$ cat src/rtl/srambank_pkg.sv
// Shared defaults and elaboration helpers for the srambank request front-end.
// Latency: n/a (constants and constant functions only).
// Backpressure: n/a.
package srambank_pkg;

    // Default geometry, matching the srambank macro this block feeds.
    localparam int ADDRESS_DEFAULT    = 9;
    localparam int DATA_DEFAULT       = 18;
    localparam int BANKS_DEFAULT      = 4;
    localparam int RESP_DEPTH_DEFAULT = 3;

    // Ceiling log2 for sizing indices and counters at elaboration time.
    // Returns 0 for values <= 1.
    function automatic int clog2(input int value);
        int result;
        result = 0;
        for (int i = 0; i < 31; i++) begin
            if ((1 << i) < value) begin
                result = i + 1;
            end
        end
        return result;
    endfunction

    // Number of bits needed to hold a count in 0..value inclusive.
    function automatic int count_bits(input int value);
        return clog2(value + 1);
    endfunction

endpackage : srambank_pkg

$ cat src/rtl/srambank_resp_fifo.sv
// In-order synchronous response FIFO; read data is the combinational head entry.
// Latency: a push is visible at the head on the cycle after the push edge.
// Backpressure: push ignored when full, pop ignored when empty; caller meters pushes by credit.
module srambank_resp_fifo
    import srambank_pkg::*;
#(
    parameter int DATA  = DATA_DEFAULT,
    parameter int DEPTH = RESP_DEPTH_DEFAULT,
    localparam int PW   = (clog2(DEPTH) < 1) ? 1 : clog2(DEPTH),
    localparam int CW   = count_bits(DEPTH)
) (
    input  logic            i_clk,
    input  logic            i_rst,
    input  logic            i_push,
    input  logic [DATA-1:0] i_push_data,
    input  logic            i_pop,
    output logic [DATA-1:0] o_pop_data,
    output logic            o_full,
    output logic            o_empty,
    output logic [CW-1:0]   o_count
);

    logic [DATA-1:0] mem [DEPTH];
    logic [PW-1:0]   wr_ptr;
    logic [PW-1:0]   rd_ptr;
    logic [CW-1:0]   count;
    logic            do_push;
    logic            do_pop;

    // Pointers wrap at DEPTH, which need not be a power of two.
    function automatic logic [PW-1:0] ptr_next(input logic [PW-1:0] ptr);
        return (ptr == PW'(DEPTH - 1)) ? '0 : ptr + 1'b1;
    endfunction

    assign o_full     = (count == CW'(DEPTH));
    assign o_empty    = (count == '0);
    assign o_count    = count;
    assign o_pop_data = mem[rd_ptr];
    assign do_push    = i_push & ~o_full;
    assign do_pop     = i_pop & ~o_empty;

    // Storage array: written on an accepted push, never reset (contents are don't-care when empty).
    always_ff @(posedge i_clk) begin
        if (do_push) begin
            mem[wr_ptr] <= i_push_data;
        end
    end

    // Pointer and occupancy bookkeeping; simultaneous push and pop leave the count unchanged.
    always_ff @(posedge i_clk) begin
        if (i_rst) begin
            wr_ptr <= '0;
            rd_ptr <= '0;
            count  <= '0;
        end else begin
            if (do_push) begin
                wr_ptr <= ptr_next(wr_ptr);
            end
            if (do_pop) begin
                rd_ptr <= ptr_next(rd_ptr);
            end
            case ({do_push, do_pop})
                2'b10:   count <= count + 1'b1;
                2'b01:   count <= count - 1'b1;
                default: count <= count;
            endcase
        end
    end

endmodule : srambank_resp_fifo

$ cat src/rtl/srambank_ctrl.sv
// Request front-end for an array of srambanks: decodes a flat address, drives the shared bank bus, queues read data.
// Latency: bank drive is combinational on fire; read data reaches o_resp_valid 2 cycles after fire when the FIFO is empty.
// Backpressure: o_req_ready drops (for reads and writes) once FIFO occupancy plus an in-flight read reaches RESP_DEPTH.
module srambank_ctrl
    import srambank_pkg::*;
#(
    parameter int ADDRESS    = ADDRESS_DEFAULT,
    parameter int DATA       = DATA_DEFAULT,
    parameter int BANKS      = BANKS_DEFAULT,
    parameter int RESP_DEPTH = RESP_DEPTH_DEFAULT,
    localparam int BANK_BITS = clog2(BANKS)
) (
    input  logic                         i_clk,
    input  logic                         i_rst,
    input  logic                         i_req_valid,
    output logic                         o_req_ready,
    input  logic                         i_req_write,
    input  logic [BANK_BITS+ADDRESS-1:0] i_req_addr,
    input  logic [DATA-1:0]              i_req_wdata,
    output logic                         o_resp_valid,
    input  logic                         i_resp_ready,
    output logic [DATA-1:0]              o_resp_data,
    output logic [ADDRESS-1:0]           o_bank_address,
    output logic [DATA-1:0]              o_bank_write_data,
    output logic [BANKS-1:0]             o_bank_sel,
    output logic                         o_bank_read_en,
    output logic                         o_bank_write_en,
    input  logic [BANKS*DATA-1:0]        i_bank_data
);

    localparam int CW = count_bits(RESP_DEPTH);

    // Geometry the decode and credit logic rely on.
    if (BANKS < 2 || (1 << BANK_BITS) != BANKS) begin : g_bad_banks
        $error("srambank_ctrl: BANKS must be a power of two >= 2");
    end
    if (RESP_DEPTH < 3) begin : g_bad_depth
        $error("srambank_ctrl: RESP_DEPTH must be >= 3 for full read throughput");
    end

    // Request decode.
    logic [BANK_BITS-1:0] req_bank;
    logic [ADDRESS-1:0]   req_bank_addr;
    logic                 req_fire;
    logic                 rd_fire;

    // Read in flight: the bank has been strobed and its data is on i_bank_data this cycle.
    logic                 rd_pend;
    logic [BANK_BITS-1:0] rd_bank;

    // Response path.
    logic [DATA-1:0]      bank_words [BANKS];
    logic [DATA-1:0]      rd_word;
    logic                 fifo_push;
    logic                 fifo_pop;
    logic                 fifo_full;
    logic                 fifo_empty;
    logic [CW-1:0]        occ;
    logic [CW:0]          inflight;

    assign req_bank      = i_req_addr[ADDRESS +: BANK_BITS];
    assign req_bank_addr = i_req_addr[ADDRESS-1:0];
    assign req_fire      = i_req_valid & o_req_ready;
    assign rd_fire       = req_fire & ~i_req_write;

    // Every accepted read needs a FIFO slot by the time its data lands, so the
    // in-flight read counts against capacity alongside the queued entries.
    // Writes share the rule so request order is never bypassed.
    assign inflight    = {1'b0, occ} + (CW+1)'(rd_pend);
    assign o_req_ready = ~i_rst & (inflight < (CW+1)'(RESP_DEPTH));

    // Bank bus: address/data always follow the request; select and strobes only on fire.
    always_comb begin
        o_bank_address    = req_bank_addr;
        o_bank_write_data = i_req_wdata;
        o_bank_sel        = '0;
        o_bank_read_en    = 1'b0;
        o_bank_write_en   = 1'b0;
        if (req_fire) begin
            o_bank_sel      = BANKS'(1) << req_bank;
            o_bank_write_en = i_req_write;
            o_bank_read_en  = ~i_req_write;
        end
    end

    // Track the read whose data arrives next cycle; reloads on back-to-back reads.
    always_ff @(posedge i_clk) begin
        if (i_rst) begin
            rd_pend <= 1'b0;
            rd_bank <= '0;
        end else begin
            rd_pend <= rd_fire;
            if (rd_fire) begin
                rd_bank <= req_bank;
            end
        end
    end

    // Split the flat bank data bus into per-bank words.
    for (genvar k = 0; k < BANKS; k++) begin : g_bank_words
        assign bank_words[k] = i_bank_data[k*DATA +: DATA];
    end

    assign rd_word      = bank_words[rd_bank];
    // Credit already guarantees room; the full term only keeps a broken
    // upstream from overwriting the queue.
    assign fifo_push    = rd_pend & ~fifo_full;
    assign fifo_pop     = o_resp_valid & i_resp_ready;
    assign o_resp_valid = ~fifo_empty;

    srambank_resp_fifo #(
        .DATA  (DATA),
        .DEPTH (RESP_DEPTH)
    ) u_resp_fifo (
        .i_clk       (i_clk),
        .i_rst       (i_rst),
        .i_push      (fifo_push),
        .i_push_data (rd_word),
        .i_pop       (fifo_pop),
        .o_pop_data  (o_resp_data),
        .o_full      (fifo_full),
        .o_empty     (fifo_empty),
        .o_count     (occ)
    );

endmodule : srambank_ctrl

$ cat config.mk
export PLATFORM = sky130hd
export DESIGN_NAME = srambank_ctrl
export DESIGN_NICKNAME = d
export VERILOG_FILES = /design/src/rtl/srambank_pkg.sv /design/src/rtl/srambank_resp_fifo.sv /design/src/rtl/srambank_ctrl.sv
export SDC_FILE = /design/constraint.sdc
export NUM_CORES = 1
export LEC_CHECK = 0
export CORE_MARGIN = 2
export CORE_UTILIZATION = 36
export DETAILED_ROUTE_END_ITERATION = 6
export GPL_ROUTABILITY_DRIVEN = 0
export GPL_TIMING_DRIVEN = 1
export PLACE_DENSITY = 0.76
export REMOVE_ABC_BUFFERS = 1
export SYNTH_ARGS = -nofsm -noshare
export SYNTH_HDL_FRONTEND = slang
export SYNTH_SLANG_ARGS = --single-unit
$ cat constraint.sdc
create_clock -name i_clk -period 2.3 [get_ports i_clk]
set_clock_uncertainty 0.15 [all_clocks]
set_input_delay 0.345 -clock i_clk [delete_from_list [all_inputs] [get_ports i_clk]]
set_output_delay 0.345 -clock i_clk [all_outputs]
set_load 0.05 [all_outputs]
==> results of run 1 <==
## what timing repair did
action	in CTS	in global routing
pin swaps	4	0
endpoints found under the setup margin	7	7
gates resized for setup	12	1
setup buffers	1	0
hold buffers	0	0
## kinds of logic (layout without fill, tap and decap cells)
group | count (synthesis) | in the layout | synth area share (%)
fa+ha+maj | 3 | 3 | 1.18
xor+xnor | 2 | 2 | 0.551
compound gates | 30 | 30 | 5.86
simple gates | 41 | 41 | 6.84
buf+inv | 40 | 137 | 8.93
flops | 65 | 65 | 57.9
mux | 37 | 37 | 18.7
## worst register-to-register path, stage by stage, from the launching register on
cell and delay [ns]:
dfxtp_2 0.34, buf_4 0.15, o21ai_1 0.24, inv_1 0.08, ha_1 0.34, or3_1 0.37, a21oi_1 0.18
## per-layer routing
metal  global-route usage [%]  share of wire [%]  routed length, um  vias up
met3                     9.38                 13               1010       11
met2                     26.1                 48               3700      111
met4                     5.77               0.99                 76        0
li1                         -                  -                  -      979
met1                     18.3                 38               2930      999
met5                        0                  0                  0        -
## stage by stage
stage               setup TNS [ns]  worst slack, ns  hold WS, ns
floorplan                   -14.55            -1.05        0.257
global placement                 0           0.0849        0.315
finish                      -0.128          -0.0397        0.336
detailed placement               0           0.0335        0.320
CTS                         -0.258          -0.0678        0.335
global route                -0.566           -0.124        0.366
## state kept, by name, summed over array words and instances, names as in the netlist, named ones only
name,flops
u_resp_fifo.mem,54
u_resp_fifo.o_count,2
u_resp_fifo.rd_ptr,2
rd_bank,2
rd_pend,1
u_resp_fifo.wr_ptr,2
## path summary, 6_finish.rpt
check,from,end,slack [ns]
setup / recovery,u_resp_fifo.o_count[0]$_SDFFE_PP0P_,o_bank_sel[3],-0.04
hold / removal,u_resp_fifo.rd_ptr[0]$_SDFFE_PP0P_,u_resp_fifo.rd_ptr[0]$_SDFFE_PP0P_,0.34
setup reg to reg,u_resp_fifo.o_count[0]$_SDFFE_PP0P_,u_resp_fifo.o_count[1]$_SDFFE_PP0P_,0.39
hold reg to reg,u_resp_fifo.rd_ptr[0]$_SDFFE_PP0P_,u_resp_fifo.rd_ptr[0]$_SDFFE_PP0P_,0.34
## power by group through the flow
stage	clock network (uW)	logic, uW	registers (uW)
after CTS	840	865	1340
after detailed placement	0	849	1360
after global placement	0	833	1360
after global routing	889	904	1350
final	811	856	1340
after floorplan	0	379	1400
## layout make-up
class	count	area (um2)
timing repair buffer	119	1410
clock buffer	9	124
sequential	65	1840
inverter	2	7.51
tap	108	135
clock inverter	7	47.5
fill	718	3940
multi-input combinational	113	1120
## placed cells by master (no fill, tap or decap), types with 3 or more instances in the layout
| cell | n |
|---|---|
| dfxtp_1 | 9 |
| mux2i_1 | 19 |
| buf_4 | 14 |
| mux4_2 | 18 |
| clkbuf_8 | 9 |
| edfxtp_1 | 54 |
| nand2_1 | 20 |
| a21oi_1 | 4 |
| buf_12 | 25 |
| nor3b_4 | 3 |
| o21ai_0 | 19 |
| clkdlybuf4s50_1 | 78 |
| clkinv_2 | 3 |
| nor2_1 | 4 |
==> impl_metrics.env, run 1 <==
export IMPL_yosysMostFrequentCell="edfxtp_1"
export IMPL_ant_nets=0
export IMPL_syn_to_final_growth_pct=47.5
export IMPL_synth_avg_cell_area_um2=14.6
export IMPL_die_w_um=98.0
export IMPL_initial_core_util_pct=36.8
export IMPL_p_per_area_mw_per_mm2=642
export IMPL_die_y_um=98.0
export IMPL_syn_inst=218
export IMPL_cts_made_buffers=9
export IMPL_ios=159
export IMPL_grt_pass1_vias=2195
export IMPL_placed_area_mm2=0.00445
export IMPL_path_cells="ha_4 > ha_4 > a211oi_4 > buf_6 > and4_1 > buf_12"
export IMPL_worst_pin_slew_ns=0.501
export IMPL_slowest_stage="dfxtp_2"
export IMPL_root_buffer="clkbuf_8"
export IMPL_cts_path_max_buffers=2
export IMPL_wl_per_cell_um=18.2
export IMPL_yosys_area_top_type="edfxtp_1"
export IMPL_hold_path_class="flop to flop"
export IMPL_fp_dieArea_mm2=0.00960
export IMPL_ir_drop_mv=0.255
export IMPL_dr_pass1_iters=4
export IMPL_n_antenna_cell=0
export IMPL_fin_ws_ns=-0.0397
export IMPL_ys_warn_count=0
export IMPL_cp_max_fo=3
export IMPL_antenna_found_initial=0
export IMPL_p_leak_uw=0.00162
export IMPL_required_ns=1.80
export IMPL_async_flop_share_pct=0
export IMPL_grt_pass1_wl_mm=11.6
export IMPL_cp_num_cells=6
export IMPL_synth_cell_types=35
export IMPL_max_slew_margin_rel_pct=66.6
export IMPL_port_buffers=104
export IMPL_cts_sinks=65
export IMPL_slew_viol_final=0
export IMPL_grt_max_degree=37
export IMPL_crit_type="flop to primary output"
export IMPL_synth_area_top_cells="edfxtp_1, mux4_2, dfxtp_1"
export IMPL_design_area_mm2=0.00469
export IMPL_arrival_ns=1.84
export IMPL_net_switching_power_uw=851
export IMPL_synth_commonest_cells="edfxtp_1, buf_4, nand2_1"
export IMPL_row_count=34
export IMPL_clock_fmax_mhz=427
export IMPL_synth_flop_cell="edfxtp_1"
export IMPL_fp_coreArea_mm2=0.00864
export IMPL_p_comb_share_pct=28.4
export IMPL_cts_tree="yes"
export IMPL_total_power_uw=3010
export IMPL_final_cells=423
export IMPL_drc_errors=0
export IMPL_clk_latency_ns=0.33
export IMPL_clk_pin_slew_ns=0.07
export IMPL_yosysSeqAreaShare_pct=57.9
export IMPL_cp_common_cell="ha_4"
export IMPL_crit_buf_inv=2
export IMPL_finalCritPeriodShare_pct=102
export IMPL_setup_violations=5
export IMPL_vias=2100
export IMPL_violations="negative setup slack"
export IMPL_r2r_cells=6
export IMPL_clkPwrFrac_pct=26.9
export IMPL_utilization_pct=54.3
export IMPL_dp_cells=406
export IMPL_netlist_area_leader_share_pct=51.0
export IMPL_cp_top_family="adder cells"
export IMPL_slowest_delay_ns=0.34
export IMPL_hold_path_depth=2
export IMPL_grt_overflow=0
export IMPL_hold_violations=0
export IMPL_p_seq_share_pct=44.6
export IMPL_p_int_uw=2160
export IMPL_wirelength_mm=7.71
export IMPL_outcome="finished with violations"
export IMPL_cap_violations=0
export IMPL_hpwlAfterDp_mm=5.57
export IMPL_rsz0062_at_grt="true"
export IMPL_synth_seq_cells=65
export IMPL_switching_share_pct=28.3
export IMPL_avgViaCountPerCell=4.96
export IMPL_synth_edff_count=54
export IMPL_drt_iter0_markers=30
export IMPL_cts_htree_levels=3
export IMPL_fin_crit_ns=2.34
export IMPL_syn_area_mm2=0.00318
export IMPL_start_kind="flop"
export IMPL_drive_above_1_share_pct=28.6
export IMPL_critPathCaptureType="primary output"
export IMPL_track_usage_pct=16.3
export IMPL_nets=419
Note: power is estimated with default switching activity, not from simulation.
==> run 2: changes to the inputs <==
- GPL_TIMING_DRIVEN: 1 -> not set
==> results of run 2 <==
No change in the layout: final DEF, timing and power equal those of run 1.
